`src/rtl/vector_list_sequencer.sv`:
```
// Vector display-list sequencer: fetches 18-bit words and drives X/Y DACs + beam.
// Ports: clk/rst_n, start/stop/loop_en/base_addr, rd_en/rd_addr/rd_data, x/y/beam/busy/frame_done.
module vector_list_sequencer #(
  parameter int ADDRESSWIDTH = 16,
  parameter int DATAWIDTH    = 18,
  parameter int OUT_WIDTH    = 8,
  parameter int CEASE_CYCLES = 2,
  parameter int DWELL_CYCLES = 4
) (
  input  logic                    clk,
  input  logic                    rst_n,
  input  logic                    start,
  input  logic                    stop,
  input  logic                    loop_en,
  input  logic [ADDRESSWIDTH-1:0] base_addr,
  output logic                    rd_en,
  output logic [ADDRESSWIDTH-1:0] rd_addr,
  input  logic [DATAWIDTH-1:0]    rd_data,
  output logic [OUT_WIDTH-1:0]    x_out,
  output logic [OUT_WIDTH-1:0]    y_out,
  output logic                    beam_en,
  output logic                    busy,
  output logic                    frame_done
);

  localparam int MAXC = (CEASE_CYCLES > DWELL_CYCLES)
                      ? CEASE_CYCLES : DWELL_CYCLES;
  localparam int CW = $clog2(MAXC + 1);

  typedef enum logic [2:0] {
    S_IDLE,
    S_FETCH,
    S_WAIT,
    S_DRAW,
    S_MOVE,
    S_ENDF
  } state_t;

  state_t                  state_q, state_d;
  logic [ADDRESSWIDTH-1:0] addr_q, addr_d;
  logic [CW-1:0]           cnt_q, cnt_d;
  logic [OUT_WIDTH-1:0]    x_d, y_d;
  logic [1:0]              op;
  logic [OUT_WIDTH-1:0]    wx, wy;

  assign op      = rd_data[DATAWIDTH-1 -: 2];
  assign wx      = rd_data[2*OUT_WIDTH-1:OUT_WIDTH];
  assign wy      = rd_data[OUT_WIDTH-1:0];
  assign rd_addr = addr_q;

  always_comb begin
    state_d = state_q;
    addr_d  = addr_q;
    cnt_d   = cnt_q;
    x_d     = x_out;
    y_d     = y_out;
    if (stop && state_q != S_IDLE) begin
      state_d = S_IDLE;
    end else begin
      unique case (state_q)
        S_IDLE: begin
          if (start && !stop) begin
            addr_d  = base_addr;
            state_d = S_FETCH;
          end
        end
        S_FETCH: state_d = S_WAIT;
        S_WAIT: begin
          unique case (op)
            2'b00: begin
              x_d     = wx;
              y_d     = wy;
              addr_d  = addr_q + ADDRESSWIDTH'(1);
              cnt_d   = CW'(DWELL_CYCLES - 1);
              state_d = S_DRAW;
            end
            2'b01: begin
              x_d     = wx;
              y_d     = wy;
              addr_d  = addr_q + ADDRESSWIDTH'(1);
              cnt_d   = CW'(CEASE_CYCLES - 1);
              state_d = S_MOVE;
            end
            2'b10: state_d = S_ENDF;
            2'b11: begin
              addr_d  = addr_q + ADDRESSWIDTH'(1);
              state_d = S_FETCH;
            end
            default: state_d = S_IDLE;
          endcase
        end
        S_DRAW, S_MOVE: begin
          if (cnt_q == '0) state_d = S_FETCH;
          else             cnt_d   = cnt_q - CW'(1);
        end
        S_ENDF: begin
          if (loop_en) begin
            addr_d  = base_addr;
            state_d = S_FETCH;
          end else begin
            state_d = S_IDLE;
          end
        end
        default: state_d = S_IDLE;
      endcase
    end
  end

  // Outputs are registered from the next state so they line up with it.
  always_ff @(posedge clk or negedge rst_n) begin
    if (!rst_n) begin
      state_q    <= S_IDLE;
      addr_q     <= '0;
      cnt_q      <= '0;
      x_out      <= '0;
      y_out      <= '0;
      rd_en      <= 1'b0;
      beam_en    <= 1'b0;
      busy       <= 1'b0;
      frame_done <= 1'b0;
    end else begin
      state_q    <= state_d;
      addr_q     <= addr_d;
      cnt_q      <= cnt_d;
      x_out      <= x_d;
      y_out      <= y_d;
      rd_en      <= (state_d == S_FETCH);
      beam_en    <= (state_d == S_DRAW);
      busy       <= (state_d != S_IDLE);
      frame_done <= (state_d == S_ENDF);
    end
  end

endmodule

```
`config.mk`:
```
export PLATFORM = sky130hd
export DESIGN_NAME = vector_list_sequencer
export DESIGN_NICKNAME = d
export VERILOG_FILES = /design/src/rtl/vector_list_sequencer.sv
export SDC_FILE = /design/constraint.sdc
export NUM_CORES = 1
export LEC_CHECK = 0
export CAP_MARGIN = 40
export CORE_AREA = 3 3 83 85
export DETAILED_ROUTE_END_ITERATION = 16
export DIE_AREA = 0 0 86 88
export GPL_TIMING_DRIVEN = 1
export PLACE_DENSITY = 0.73
export SLEW_MARGIN = 15
export SYNTH_ARGS = -nofsm -noshare
export SYNTH_HDL_FRONTEND = slang
export SYNTH_SLANG_ARGS = --single-unit
```
`constraint.sdc`:
```
create_clock -name clk -period 3.8 [get_ports clk]
set_input_delay 0.95 -clock clk [delete_from_list [all_inputs] [get_ports clk]]
set_output_delay 0.95 -clock clk [all_outputs]
set_load 0.02 [all_outputs]
```
=== Word-level counts from Yosys, hierarchy flattened ===
Cells that the tools add are included.

* Word-level logic and storage cells: 57
* Register bits: 42
* Input bits: 39

* $add $sub $neg: 2
* Bitwise logic cells: 1
* Reduce and logical (&&, ||, !) cells: 16
* Equality and inequality tests: 16
* Multiplexer cells: 13

{| class="wikitable"
|+ Operator list
! operator !! count
|-
| $mux W16 || 3
|-
| $pmux W16 S3 || 1
|-
| $add A16 B1 Y16 const B || 1
|-
| $pmux W3 S5 || 1
|-
| $mux W3 || 4
|-
| $pmux W3 S2 || 2
|-
| $pmux W3 S4 || 1
|-
| $eq A3 B2 Y1 const B || 3
|-
| $eq A3 B3 Y1 const B || 3
|-
| $reduce_bool A3 Y1 || 3
|-
| $ne A2 B2 Y1 const B || 4
|-
| $eq A3 B1 Y1 const B || 2
|-
| $logic_not A3 Y1 || 2
|-
| $reduce_and A5 Y1 || 1
|-
| $eq A2 B2 Y1 const B || 2
|-
| $reduce_and A4 Y1 || 1
|-
| $reduce_or A2 Y1 || 2
|-
| $ne A3 B3 Y1 const B || 1
|-
| $reduce_and A3 Y1 || 1
|-
| $reduce_or A3 Y1 || 1
|-
| $sub A3 B1 Y3 const B || 1
|-
| $eq A2 B1 Y1 const B || 1
|-
| $logic_and A1 B1 Y1 || 2
|-
| $logic_not A2 Y1 || 1
|-
| 4 further kinds || 4
|}

=== Longest topological paths before layout ===
Gate-level depths: netlist (run 1).

* Depth after elaboration: 6
* Depth in mapped cells: 7
* Gate-level depth less buffers: 7

=== Least setup slack after synthesis (run 1) ===
No wires, ideal clock.

* Path type: in2reg
* From: in stop
* To: reg rd_en
* Stages on the path: 6
* Arrival: 2.209 ns
* Setup time: 0.086 ns
* Path slack: 1.505 ns
* Data required time: 3.714 ns
* Cell sequence: clkbuf_1 or4b_1 a21oi_1 a211oi_1 or2_1 nor3_1

* Cells in the longest elaborated chain, start to end: 6
* Elaborated cells between the ends (all ways): 7

{| class="wikitable"
|+ RTL lines
! item !! RTL line !! text
|-
| start, declared || 13 || <nowiki>input logic stop,</nowiki>
|-
| $logic_not A1 Y1 || 62 || <nowiki>if (start && !stop) begin</nowiki>
|-
| $logic_and A1 B1 Y1 || 62 ||
|-
| $mux W3 || 62 ||
|-
| $pmux W3 S5 || 60 || <nowiki>unique case (state_q)</nowiki>
|-
| $mux W3 (*) || 57 || <nowiki>if (stop && state_q != S_IDLE) begin</nowiki>
|-
| $eq A3 B1 Y1 (*) || 127 || <nowiki>rd_en <= (state_d == S_FETCH);</nowiki>
|-
| end signal, assigned || 127 ||
|-
| end, declared || 16 || <nowiki>output logic rd_en,</nowiki>
|}

Mark *: on every way between the ends. The rest lies on a longest branch, timed or not.
A chain may end at the register's enable or synchronous reset.

=== Worst setup path after layout (run 1) ===
* From: in stop
* To: reg addr_q[5], in the netlist rd_addr[5]

* Cells in the longest elaborated chain, start to end: 4
* Elaborated cells between the ends (all ways): 6

{| class="wikitable"
|+ RTL lines
! item !! RTL line !! text
|-
| $logic_not A1 Y1 || 62 ||
|-
| $logic_and A1 B1 Y1 || 62 ||
|-
| $ne A2 B2 Y1 (no line) || n/a ||
|-
| $reduce_and A5 Y1 (no line) (*) || n/a ||
|-
| end signal, assigned || 123 || <nowiki>addr_q <= addr_d;</nowiki>
|-
| end, declared || 40 || <nowiki>logic [ADDRESSWIDTH-1:0] addr_q, addr_d;</nowiki>
|}

Marks and branches as above.

==> results.sh, run 1 <==
export IMPL_ios=75
export IMPL_drt_first_pass_iters=4
export IMPL_wl_mm=5.52
export IMPL_yosys_area_share_simple_pct=16.7
export IMPL_max_cap_viol_count=0
export IMPL_final_cell_mix="73 x clkdlybuf4s50_1, 42 x dfrtp_1, 27 x a21oi_1"
export IMPL_diodes=0
export IMPL_switchingPower_uw=970
export IMPL_avgSynthCellArea_um2=9.72
export IMPL_rr_worst_depth=3
export IMPL_die_w_um=86
export IMPL_area_delta_synth_final_pct=40.3
export IMPL_met3_usage_pct=4.80
export IMPL_seq_power_share_pct=35.7
export IMPL_cp_max_fo=24
export IMPL_clockBufferDepth=2
export IMPL_rsz0062_at_grt="false"
export IMPL_grt_overflow_total=0
export IMPL_grt_pass1_wl_mm=9.16
export IMPL_crit_required_ps=4010
export IMPL_synth_xor_area_share_pct=0
export IMPL_io_buffers=74
export IMPL_initial_core_util_pct=35.9
export IMPL_intPower_mw=1.43
export IMPL_drt_iter0_drc=73
export IMPL_clkPwrFrac_pct=14.6
export IMPL_synth_cells=232
export IMPL_vias=2008
export IMPL_cts_tree="built"
export IMPL_row_count=29
export IMPL_cts_made_buffers=5
export IMPL_place_congestion=0.803
export IMPL_clock_skew_ps=8.13
export IMPL_antenna_found_initial=0
export IMPL_cts_post_setup_buffers_inserted=0
export IMPL_criticalPathCategory="in -> reg"
export IMPL_synth_top_family_by_area="compound AO/OA/AOI/OAI gates"
export IMPL_ctsResizeCount=0
export IMPL_drive_gt1_share_pct=11.2
export IMPL_fmax_mhz=374
export IMPL_muxShareOfSynthArea_pct=9.32
export IMPL_met1_usage_pct=17.8
export IMPL_synth_top_area_share_pct=46.6
export IMPL_syn_area_um2=2260
export IMPL_swShare_pct=40.4
export IMPL_final_nets=348
export IMPL_ctsHoldBuffers=0
export IMPL_multi_input_area_um2=1110
export IMPL_root_buffer="clkbuf_8"
export IMPL_grt_max_degree=34
export IMPL_power_leakage_nw=1.33
export IMPL_cts_sinks=42
export IMPL_vdd_ir_drop_max_mv=0.396
export IMPL_final_common_cell="clkdlybuf4s50_1"
export IMPL_ant_nets=0
export IMPL_finalHoldViolations=0
export IMPL_ys_ff_latch=42
export IMPL_dp_cells=372
export IMPL_end_kind="register"
export IMPL_synth_cell_types=44
export IMPL_hp_class="reg -> reg"
export IMPL_grt_use_met2_pct=26.6
export IMPL_synth_compound_area_share_pct=19.1
export IMPL_fp_coreArea_um2=6280
export IMPL_ff_latch_area_um2=1050
export IMPL_chipHeight_um=88
export IMPL_fin_util_pct=50.4
export IMPL_clkTransAtPathRegs_ps=80
export IMPL_hpwl_mm=4.08
export IMPL_final_cells=380
export IMPL_synthAdderAreaFrac_pct=3.88
export IMPL_htree_levels=2
export IMPL_clk_latency_ps=290
export IMPL_tns_ps=0
export IMPL_first_global_vias=2054
export IMPL_synth_area_leader_cell="dfrtp_1"
export IMPL_finalSetupViolCount=0
export IMPL_slew_headroom_pct=46.0
export IMPL_ys_seq_area_share_pct=46.6
export IMPL_finalCriticalPeriod_ps=2670
export IMPL_power_frac_comb_pct=49.7
export IMPL_crit_arrival_ps=2880
export IMPL_vias_per_cell=5.28
export IMPL_fin_crit_sh_pct=70.4
export IMPL_routedWlPerCell_um=14.5
export IMPL_drv_slew=0
export IMPL_fillCellCount=591
export IMPL_drc=0
export IMPL_ys_warn_count=0
export IMPL_grt_use_total_pct=14.9
export IMPL_synth_fp_nets=278
export IMPL_min_path_cells=1
export IMPL_dieArea_um2=7570
export IMPL_cp_start_kind="primary input"
export IMPL_cellPowerDensity_nw_per_um2=759
export IMPL_busiest_layer="met2"
export IMPL_worstMarginPinSlew_ps=809
export IMPL_synthTopCellsByArea="dfrtp_1 47%, mux2_2 8.0%, a21oi_1 6.0%"
export IMPL_run_status="complete, no violations"
cell usage after synthesis (all sizes together):
library cell  count
dfrtp            42
a21oi            27
nor2             18
o21ai            18
mux2             16
nand2            11
inv               9
clkbuf            8
nand3             8
ha                7
nor3              6
buf               5
nand2b            5
nand4             5
o22ai             5
a21o              4
a31o              3
mux2i             3
nor2b             3
nor3b             3
a22oi             2
a2bb2oi           2
a31oi             2
o31ai             2
or2               2
or3               2
a211oi            1
a21boi            1
a32oi             1
and3              1
and3b             1
and4              1
nand3b            1
nand4b            1
o211ai            1
o21bai            1
o221a             1
o221ai            1
or3b              1
or4b              1
power groups by stage:
stage | clock, mW | combinational, mW | sequential (mW)
3_5_place_dp | 0 | 1.20 | 0.868
6_report | 0.351 | 1.19 | 0.857
2_1_floorplan | 0 | 0.494 | 1.03
3_3_place_gp | 0 | 1.18 | 0.853
4_1_cts | 0.363 | 1.21 | 0.858
5_1_grt | 0.382 | 1.31 | 0.893
final timing paths:
path | endpoint | startpoint | slack, ps
min in group asynchronous | y_out[2] | rst_n | 510
max in group asynchronous | rd_addr[3] | rst_n | 2840
worst min register to register | cnt_q[0] | cnt_q[0] | 490
worst max-delay path | rd_addr[5] | stop | 1130
worst min-delay path | cnt_q[0] | cnt_q[0] | 490
worst max register to register | x_out[5] | state_q[0] | 1210
critical path: stages:
cell	delay, ps
clkdlybuf4s50_1	570
nand2b_1	220
a21boi_0	240
o221a_2	530
o21ai_0	190
a22oi_1	170
stage by stage:
step / hold WS, ps / total power, mW / setup WS (ps) / instance area [µm²]
CTS: 497 / 2.43 / 1140 / 3170
floorplan: 454 / 1.52 / 1500 / 2260
detailed placement: 480 / 2.07 / 852 / 3060
global placement: 474 / 2.03 / 905 / 3040
global route: 505 / 2.59 / 881 / 3170
finish: 490 / 2.40 / 1130 / 3170
cells by family after synthesis:
kind of cell	after synthesis
AOI/OAI and AO/OA	72
adders and majority gates	7
buffers and inverters	22
DFF	42
muxes	19
and+or+nand+nor	70
final cells by class:
type / instances / area share (%)
clock buffer: 5 / 2.17
clock inverter: 3 / 1.26
inverter: 9 / 1.07
multi-input combinational: 168 / 35.1
sequential: 42 / 33.2
tap: 77 / 3.04
timing repair buffer: 76 / 24.1
flip-flops by register name, indices dropped and copies added, names as in the netlist:
name        cells
rd_addr        16
x_out           8
y_out           8
frame_done      1
beam_en         1
state_q         3
rd_en           1
busy            1
cnt_q           3
routing by layer:
layer / vias up / share of wire [%]
met3: 3 / 7.9
met1: 956 / 42
met4: 0 / 0.49
met5: - / 0
met2: 65 / 49
li1: 984 / -
No activity file was read; power rests on OpenSTA's default activity.
==> run 2, diff against run 1 <==
==> constraint.sdc (replaced) <==
create_clock -name clk -period 2.63 [get_ports clk]
set_input_delay 0.6575 -clock clk [delete_from_list [all_inputs] [get_ports clk]]
set_output_delay 0.6575 -clock clk [all_outputs]
set_load 0.02 [all_outputs]
==> run 2 against run 1 <==
  * Sequential power rose by 45%
  * Critical path type unchanged
  * Worst hold slack worse by 210 ps
  * Clock skew increased by 2.8 ps
  * Critical endpoint is now rd_addr[2]
  * Power rose by 43%
==> results.sh, run 2 (same netlist as run 1, synthesis figures left out) <==
export IMPL_hpwl_mm=4.09
export IMPL_clock_skew_ps=10.9
export IMPL_final_cell_mix="73 x clkdlybuf4s50_1, 42 x dfrtp_1, 27 x a21oi_1"
export IMPL_criticalPathCategory="in -> reg"
export IMPL_ctsResizeCount=0
export IMPL_grt_overflow_total=0
export IMPL_place_congestion=0.805
export IMPL_initial_core_util_pct=35.9
export IMPL_fmax_mhz=461
export IMPL_vias_per_cell=5.26
export IMPL_drv_slew=0
export IMPL_ff_latch_area_um2=1050
export IMPL_multi_input_area_um2=1110
export IMPL_slew_headroom_pct=58.9
export IMPL_routedWlPerCell_um=14.4
export IMPL_die_w_um=86
export IMPL_drc=0
export IMPL_worstMarginPinSlew_ps=617
export IMPL_root_buffer="clkbuf_8"
export IMPL_vias=2025
export IMPL_wl_mm=5.55
export IMPL_chipHeight_um=88
export IMPL_crit_arrival_ps=2320
export IMPL_finalSetupViolCount=0
export IMPL_grt_max_degree=25
export IMPL_cp_common_cell="o21ai_0"
export IMPL_hp_class="in -> async"
export IMPL_slowest_stage="clkdlybuf4s50_1"
export IMPL_clk_latency_ps=300
export IMPL_ios=75
export IMPL_diodes=0
export IMPL_cellPowerDensity_nw_per_um2=1080
export IMPL_finalHoldViolations=0
export IMPL_power_leakage_nw=1.34
export IMPL_fillCellCount=569
export IMPL_rsz0062_at_grt="false"
export IMPL_dp_cells=377
export IMPL_dieArea_um2=7570
export IMPL_cp_start_kind="primary input"
export IMPL_row_count=29
export IMPL_cpPeakStageDelay_ps=510
export IMPL_cts_sinks=42
export IMPL_drive_gt1_share_pct=12.3
export IMPL_clockBufferDepth=2
export IMPL_final_common_cell="clkdlybuf4s50_1"
export IMPL_final_nets=353
export IMPL_holdWs_ps=277
export IMPL_vdd_ir_drop_max_mv=0.530
export IMPL_worstPathCellList="clkdlybuf4s50_1 > inv_1 > ha_1 > a21oi_1 > o221ai_1 > o21ai_0 > o21ai_0"
export IMPL_end_kind="register"
export IMPL_run_status="complete, no violations"
export IMPL_cts_made_buffers=5
export IMPL_power_mw=3.43
export IMPL_cp_max_fo=8
export IMPL_htree_levels=2
export IMPL_io_buffers=74
export IMPL_antenna_found_initial=0
export IMPL_cts_tree="built"
export IMPL_max_cap_viol_count=0
export IMPL_grt_use_total_pct=14.9
export IMPL_largest_reg_flops=16
export IMPL_finalCriticalPeriod_ps=2170
export IMPL_cts_post_setup_buffers_inserted=0
export IMPL_r2r_start="state_q[2]"
export IMPL_ant_nets=0
export IMPL_final_cells=385
export IMPL_ctsHoldBuffers=0
export IMPL_drt_iter0_drc=70
export IMPL_fin_crit_sh_pct=82.4
export IMPL_fp_coreArea_um2=6280
export IMPL_area_delta_synth_final_pct=41.2
export IMPL_crit_required_ps=2780
export IMPL_cp_startpoint="rd_data[16]"
export IMPL_first_global_vias=2008
export IMPL_clkTransAtPathRegs_ps=80
export IMPL_grt_pass1_wl_mm=9.11
export IMPL_tns_ps=0
export IMPL_drt_first_pass_iters=4
[run 2: cell types whose count changed in the layout (fill, tap and decap cells not counted)]
cell | before | now
buf_4 | 1 | 6
bufinv_16 | 1 | 0
clkbuf_1 | 0 | 1
clkbuf_8 | 5 | 6
clkinv_2 | 2 | 1
[run 2: per-layer routing]
layer | vias to the layer above | global-route usage [%] | part of all wire, %
li1 | 987 | - | -
met1 | 972 | 17.9 | 42
met2 | 62 | 26.3 | 50
met3 | 4 | 5.74 | 8.1
met4 | 0 | 1.73 | 0.25
met5 | - | 0 | 0
[run 2: worst paths after layout]
check	slack (ps)	endpoint	depth (start not counted)
setup / recovery	460	rd_addr[2]	7
hold / removal	280	rd_addr[8]	1
setup reg to reg	660	x_out[0]	4
hold reg to reg	500	cnt_q[0]	1
max in group asynchronous	1790	rd_addr[4]	2
min in group clk	500	cnt_q[0]	1
[run 2: area by class of cell]
cell class | count | area share, %
Multi-Input combinational cell | 168 | 34.9
Inverter | 9 | 1.06
Sequential cell | 42 | 33.0
Tap cell | 77 | 3.02
Clock inverter | 1 | 0.157
Clock buffer | 7 | 2.71
Timing Repair Buffer | 81 | 25.1
[run 2: through the flow]
step	cell area, µm²	util [%]	setup WS, ps
after floorplan	2260	-	627
after global placement	3090	49.3	194
after detailed placement	3090	49.3	123
after CTS	3190	50.7	420
after global routing	3190	50.7	338
final	3190	50.7	462
[run 2: where the power goes]
part | switching (mW) | total [mW] | internal (mW)
sequential | 0.300 | 1.24 | 0.942
clock | 0.223 | 0.435 | 0.212
combinational | 0.874 | 1.75 | 0.877
[run 2: critical path: cells and delay by family]
kind	cells	cell delay, ps
AOI/OAI and AO/OA	4	870
adders and majority gates	1	200
buffers and inverters	2	590
